<file path="src/rtl/prog_freq_div_pkg.sv">
// Shared types and constants for the programmable frequency divider.
package prog_freq_div_pkg;

  localparam int MIN_DIV = 2;
  localparam int PCNT_W  = 16;

  typedef enum logic [1:0] {
    RST  = 2'd0,
    RUN  = 2'd1,
    PEND = 2'd2
  } state_t;

endpackage

</file>
<file path="src/rtl/prog_freq_div_div_counter.sv">
// Wrapping 0..N-1 counter with registered high/last flags that track the count.
module div_counter #(
  parameter int WIDTH = 8
) (
  input  logic             clk,
  input  logic             rst,
  input  logic             start,
  input  logic [WIDTH-1:0] ratio_cur,
  input  logic [WIDTH-1:0] ratio_nxt,
  output logic [WIDTH-1:0] cnt,
  output logic             high,
  output logic             last
);

  logic [WIDTH-1:0] cnt_q, cnt_d;
  logic             high_q, high_d;
  logic             last_q, last_d;
  logic [WIDTH-1:0] ratio_sel;

  // Flags are computed for the count being loaded, so they line up with it;
  // at a wrap the incoming ratio already governs count 0.
  always_comb begin
    cnt_d     = cnt_q + WIDTH'(1);
    ratio_sel = ratio_cur;
    if (start) begin
      cnt_d = '0;
    end else if (last_q) begin
      cnt_d     = '0;
      ratio_sel = ratio_nxt;
    end
    high_d = (cnt_d < (ratio_sel >> 1));
    last_d = (cnt_d == (ratio_sel - WIDTH'(1)));
  end

  always_ff @(posedge clk) begin
    if (rst) begin
      cnt_q  <= '0;
      high_q <= 1'b0;
      last_q <= 1'b0;
    end else begin
      cnt_q  <= cnt_d;
      high_q <= high_d;
      last_q <= last_d;
    end
  end

  assign cnt  = cnt_q;
  assign high = high_q;
  assign last = last_q;

endmodule

</file>
<file path="src/rtl/prog_freq_div.sv">
// Programmable integer frequency divider with glitch-free ratio reload.
// Optional completed-period counter enabled by PROG_FREQ_DIV_PERIOD_CNT_EN.
module prog_freq_div
  import prog_freq_div_pkg::*;
#(
  parameter int WIDTH       = 8,
  parameter int DEFAULT_DIV = 2
) (
  input  logic             clk,
  input  logic             rst,
  input  logic [WIDTH-1:0] div_val,
  input  logic             div_load,
  output logic             div_busy,
  output logic             div_err,
  output logic             div_out,
  output logic             tick,
  output state_t           dbg_state
`ifdef PROG_FREQ_DIV_PERIOD_CNT_EN
  ,
  output logic [PCNT_W-1:0] period_cnt
`endif
);

  state_t           state_q, state_d;
  logic [WIDTH-1:0] act_q, act_d;
  logic [WIDTH-1:0] pend_q, pend_d;
  logic             err_q, err_d;
  logic             load_ok, load_bad;
  logic [WIDTH-1:0] ratio_nxt;
  logic [WIDTH-1:0] cnt_w;
  logic             high_w, last_w;

  // Loads are ignored while the divider is still coming out of reset.
  assign load_ok  = div_load && (state_q != RST) && (div_val >= WIDTH'(MIN_DIV));
  assign load_bad = div_load && (state_q != RST) && (div_val <  WIDTH'(MIN_DIV));

  // A load in the tick cycle bypasses the pending register.
  assign ratio_nxt = load_ok ? div_val : ((state_q == PEND) ? pend_q : act_q);

  always_comb begin
    state_d = state_q;
    act_d   = act_q;
    pend_d  = pend_q;
    err_d   = load_bad;
    case (state_q)
      RST:  state_d = RUN;
      RUN: begin
        if (load_ok && !last_w) begin
          state_d = PEND;
          pend_d  = div_val;
        end
      end
      PEND: begin
        if (last_w)       state_d = RUN;
        else if (load_ok) pend_d  = div_val;
      end
      default: state_d = RST;
    endcase
    if ((state_q != RST) && last_w) act_d = ratio_nxt;
  end

  always_ff @(posedge clk) begin
    if (rst) begin
      state_q <= RST;
      act_q   <= WIDTH'(DEFAULT_DIV);
      pend_q  <= WIDTH'(DEFAULT_DIV);
      err_q   <= 1'b0;
    end else begin
      state_q <= state_d;
      act_q   <= act_d;
      pend_q  <= pend_d;
      err_q   <= err_d;
    end
  end

  div_counter #(.WIDTH(WIDTH)) u_cnt (
    .clk       (clk),
    .rst       (rst),
    .start     (state_q == RST),
    .ratio_cur (act_q),
    .ratio_nxt (ratio_nxt),
    .cnt       (cnt_w),
    .high      (high_w),
    .last      (last_w)
  );

  assign div_out   = high_w;
  assign tick      = last_w;
  assign div_busy  = (state_q == PEND);
  assign div_err   = err_q;
  assign dbg_state = state_q;

`ifdef PROG_FREQ_DIV_PERIOD_CNT_EN
  logic [PCNT_W-1:0] pcnt_q, pcnt_d;

  always_comb begin
    pcnt_d = pcnt_q;
    if ((state_q != RST) && last_w) pcnt_d = pcnt_q + PCNT_W'(1);
  end

  always_ff @(posedge clk) begin
    if (rst) pcnt_q <= '0;
    else     pcnt_q <= pcnt_d;
  end

  assign period_cnt = pcnt_q;
`endif

  logic unused_cnt;
  assign unused_cnt = ^cnt_w;

endmodule

</file>
<file path="config.mk">
export PLATFORM = sky130hd
export DESIGN_NAME = prog_freq_div
export DESIGN_NICKNAME = d
export VERILOG_FILES = /design/src/rtl/prog_freq_div_pkg.sv /design/src/rtl/prog_freq_div_div_counter.sv /design/src/rtl/prog_freq_div.sv
export SDC_FILE = /design/constraint.sdc
export NUM_CORES = 1
export LEC_CHECK = 0
export ABC_AREA = 1
export ABC_CLOCK_PERIOD_IN_PS = 3010
export CORE_MARGIN = 2
export CORE_UTILIZATION = 25
export CTS_CLUSTER_SIZE = 25
export DETAILED_ROUTE_END_ITERATION = 10
export GPL_TIMING_DRIVEN = 0
export PLACE_DENSITY = 0.44
export SLEW_MARGIN = 20
export SYNTH_ARGS = -nofsm -noshare
export SYNTH_HDL_FRONTEND = slang
export SYNTH_HIERARCHICAL = 1
export SYNTH_SLANG_ARGS = --single-unit
</file>
<file path="constraint.sdc">
create_clock -name clk -period 3.01 [get_ports clk]
set_input_delay 0.602 -clock clk [delete_from_list [all_inputs] [get_ports clk]]
set_output_delay 0.602 -clock clk [all_outputs]
set_load 0.005 [all_outputs]
</file>
---- After elaboration in Yosys (flattened, before gate mapping) ----
Index checks and enable logic that the tools add are counted.
word-level totals
  input bits .............................. 11
  register bits after elaboration ......... 29
  output and inout port bits .............. 6
  logic and storage cells ................. 43
cells by class
  add/subtract/negate cells ............... 2
  reductions and logical operators ........ 11
  mux-type cells .......................... 13
  order comparisons ....................... 3
  equality and inequality tests ........... 7
operator list
  kind                                                                count
  two-way mux 8 bit                                                   9
  one-hot mux 8 bit (2 select lines)                                  1
  adder 8 x 1 -> 8 bit (second input constant)                        1
  equality test 8 bit                                                 1
  greater-or-equal comparator 8 x 2 -> 1 bit (second input constant)  1
  less-than comparator 8 x 2 -> 1 bit (second input constant)         1
  less-than comparator 8 x 7 -> 1 bit                                 1
  subtractor 8 x 1 -> 8 bit (second input constant)                   1
  one-hot mux 2 bit (3 select lines)                                  1
  logical AND 1 bit                                                   5
  two-way mux 2 bit                                                   2
  != test 2 x 1 -> 1 bit (second input constant)                      2
  != test 2 bit (second input constant)                               2
  AND reduction 4 bit                                                 1
  nonzero test 2 bit                                                  2
  equality test 2 x 1 -> 1 bit (second input constant)                1
  equality test 2 bit (second input constant)                         1
  logical NOT 2 bit                                                   1
  AND reduction 2 bit                                                 1
  logical NOT 1 bit                                                   1

---- Longest topological paths before layout ----
  depth after elaboration ................. 8
  mapped depth ............................ 21
  mapped depth without buffers ............ 21

---- Hierarchy ----
The synthesis kept the hierarchy.
by module, submodules not included
  module         area an instance (µm²)  cells each  sequential area each (µm²)  times used
  div_counter    1178.6                  201         200.2                       1
  prog_freq_div  1089.8                  177         380.4                       1

---- Worst setup path after synthesis ----
No wires, ideal clock.
  path kind ............................... input -> register
  start point ............................. input div_val[3]
  end point ............................... register u_cnt.last_q, in the netlist u_cnt/last
  required time ........................... 2.946 ns
  setup slack ............................. 0.590 ns
  setup time .............................. 0.064 ns
  buffers on the path ..................... 0
  cell stages on the path ................. 20
  arrival time ............................ 2.356 ns
  path through ............................ inv_1 -> nand2_1 -> nor2_1 -> nand2_4 -> nand2_4 -> nand2_1 -> nand2_1 -> nand3_1 -> nand2_2 -> inv_2 -> ha_1 -> nand3_1 -> nand3_1 -> nor2_1 -> nand2_1 -> nor2_1 -> nand2_1 -> nor2_1 -> nand2_1 -> nor2_1
between the ends
  word-level cells in the longest chain between the ends .. 7
RTL lines
  element                                     RTL line                         RTL
  start: declaration                          prog_freq_div.sv:11              input logic [WIDTH-1:0] div_val,
  greater-or-equal comparator 8 x 2 -> 1 bit  prog_freq_div.sv:34              assign load_ok = div_load && (state_q != RST) && (div_val >= WIDTH'(MIN_DIV));
  logical AND 1 bit                           prog_freq_div.sv:34
  two-way mux 8 bit                           prog_freq_div.sv:38              assign ratio_nxt = load_ok ? div_val : ((state_q == PEND) ? pend_q : act_q);
  named net ratio_nxt[0]                      prog_freq_div.sv:29              logic [WIDTH-1:0] ratio_nxt;
  two-way mux 8 bit                           prog_freq_div_div_counter.sv:27  end else if (last_q) begin
  two-way mux 8 bit                           prog_freq_div_div_counter.sv:25  if (start) begin
  subtractor 8 x 1 -> 8 bit                   prog_freq_div_div_counter.sv:32  last_d = (cnt_d == (ratio_sel - WIDTH'(1)));
  equality test 8 bit                         prog_freq_div_div_counter.sv:32
  end signal: assignment                      prog_freq_div_div_counter.sv:43  last_q <= last_d;
  end: declaration                            prog_freq_div_div_counter.sv:17  logic last_q, last_d;
The timed path passes the listed nets, and every way through them passes these cells.
A chain may end at the register's enable or synchronous reset.

---- Worst setup path in the final report ----
  start point ............................. input div_val[1]
  end point ............................... register u_cnt.last_q, in the netlist u_cnt/last
The elaborated chain is that of the path after synthesis.

==> impl_metrics.tcl <==
set metrics [dict create \
    path_class "input port to register" \
    ctsRootBufferMaster "clkbuf_8" \
    place_area_um2 2560 \
    fin_util 0.311 \
    fin_worst_skew_ps 8.46 \
    irDropWorstVdd_uv 178 \
    whs_path_depth 2 \
    synth_nets 397 \
    ff2ff_setup_slack_ps 500 \
    rsz0062_at_grt "no" \
    drv_cap 0 \
    io_pins 17 \
    antenna_found_initial 0 \
    fmax_ghz 0.373 \
    numCtsBuffers 5 \
    rows 34 \
    synth_edf_count 0 \
    critPathCaptureType "register" \
    period_minus_slack_ps 2680 \
    final_common_cell "nand2_1" \
    dr.pass1.iters 4 \
    routed_wl_mm 5.50 \
    ctsHtreeMaxLevel 2 \
    clk_latency_ps 290 \
    cts_tree "yes" \
    async_flop_share 0 \
    mostFrequentLayoutCells "118 x nand2_1, 52 x nor2_1, 49 x inv_1, 43 x nand3_1, 29 x dfxtp_1" \
    num_antenna_cells 0 \
    wl_per_cell_um 10.7 \
    yosys_register_bits 29 \
    fp.dieArea_um2 9850 \
    fin_nets 423 \
    required_ps 3230 \
    ys_seq_area_frac 0.256 \
    critPathMaxFanout 8 \
    avgSynthCellArea_um2 6.00 \
    p_per_area_nw_per_um2 573 \
    cts.reportedPaths.clkPinSlew_ps 70 \
    stdcell_area_um2 2730 \
    port_buffers 16 \
    synthesis.instances 378 \
    drc_errors 0 \
    initial_core_util 0.259 \
    yosys_warnings 6 \
    dp_hpwl_mm 4.54 \
    hold_path_class "register to register" \
    synth_cell_types 30 \
    slew_headroom 0.653 \
    fillers 983 \
    run_status "complete, no violations" \
    ctsHoldBuffers 0 \
    clkSinkCount 29 \
    multiInputGateArea_um2 1440 \
    final.period_utilization 0.891 \
    setup_viol 0 \
    antenna_left 0 \
    die_h_um 99.3 \
    via_count 2173 \
    grt-ovfl-total 0 \
    syn_area_um2 2270 \
    tightest_slew_ps 521 \
    crit_path_start_kind "input port" \
    crit_arrival_ps 2910 \
    grt_pass1_vias 2112 \
    drt_iter0_drc 64 \
    grt_pass1_wl_mm 9.81 \
    area_delta_synth_final_pct 20.3 \
    grt_usage 0.121 \
    chipWidth_um 99.3 \
    routed_via_density 4.24 \
    cts_buffer_depth 2 \
    grt_start_max_net_pins 11 \
    r2r_cells 20 \
    coreArea_um2 8760 \
    drive_above_1_share 0.134 \
    register_area_um2 581 \
    slew_viol_final 0 \
    report.final.hold_viol_count 0 \
    power_leakage_uw 0.00141 \
    place_congestion 0.770 \
    synth_ff_type "dfxtp_1" \
]
-- report_power, final --
group	internal [uW]	total, uW	switching (uW)	leakage [uW]
clock network	240	401	160	0.0000540
registers	428	477	48.7	0.000236
logic	266	685	420	0.00112
total	934	1560	629	0.00141
-- repair_timing --
item | CTS | global route
endpoints found under the setup margin | 0 | 1
buffers inserted | 0 | 3
endpoints found under the hold margin | 0 | 0
gates resized for setup | 0 | 11
-- synthesized netlist by cell type (all sizes together), types with 2 or more instances --
master | instances | area share
inv | 56 | 0.094
nand4 | 4 | 0.018
nand3 | 43 | 0.095
ha | 8 | 0.044
nand2 | 135 | 0.26
nor3 | 3 | 0.0088
o21ai | 15 | 0.036
or2 | 2 | 0.0055
nor2 | 62 | 0.12
a21oi | 11 | 0.024
buf | 5 | 0.024
dfxtp | 29 | 0.26
-- cell families (layout without fill, tap and decap cells) --
kind of cell / Yosys count / in the layout / share of synthesized area
AO/OA/AOI/OAI: 28 / 28 / 0.0673
adder cells (fa/ha/maj): 8 / 8 / 0.0441
buffers and inverters: 63 / 89 / 0.121
flip-flops: 29 / 29 / 0.256
AND/OR/NAND/NOR: 250 / 250 / 0.512
-- per-stage QoR --
stage / instances / setup TNS (ps) / hold WS, ps / setup slack [ps] / total power, uW
2_1_floorplan: 378 / 0 / 442 / 590 / 1000
3_3_place_gp: 502 / -215 / 457 / -215 / 1170
5_1_grt: 512 / 0 / 504 / 49.7 / 1720
3_5_place_dp: 502 / -203 / 464 / -203 / 1180
4_1_cts: 509 / 0 / 483 / 78.1 / 1590
6_report: 512 / 0 / 485 / 328 / 1560
-- sequential cells by signal (all words and copies together) (netlist names) --
signal      count
act_q           8
dbg_state       2
div_err         1
pend_q          8
u_cnt/cnt       8
u_cnt/high      1
u_cnt/last      1
-- final timing paths --
check	endpoint	startpoint
worst max-delay path	u_cnt/last	div_val[1]
worst min-delay path	pend_q[1]	pend_q[1]
worst max register to register	u_cnt/last	dbg_state[0]
worst min register to register	pend_q[1]	pend_q[1]
-- critical path, cell delays in order --
cell and delay, ps:
clkdlybuf4s50_1 480, nor2_4 160, nand2_4 100, nand2_8 90, nand2_1 70, nand2_1 70
nand3_1 120, nand2_2 130, inv_2 60, ha_1 300, nand3_1 90, nand3_1 80
nor2_1 110, nand2_1 60, nor2_1 80, nand2_1 60, nor2_1 90, nand2_1 60
nor2_1 70
-- layer usage --
layer	vias up	part of all wire	global-route usage
met3	8	0.033	0.0267
li1	1222	-	-
met5	-	0	0
met4	0	0.012	0.0285
met2	21	0.46	0.205
met1	922	0.50	0.158
-- cell type report --
type / count / share of cell area
timing repair buffer: 19 / 0.0724
buffer: 6 / 0.0211
inverter: 57 / 0.0793
multi-input combinational: 286 / 0.527
clock buffer: 5 / 0.0252
sequential: 29 / 0.213
clock inverter: 2 / 0.0128
tap: 108 / 0.0495
(Power assumes the default switching activity.)
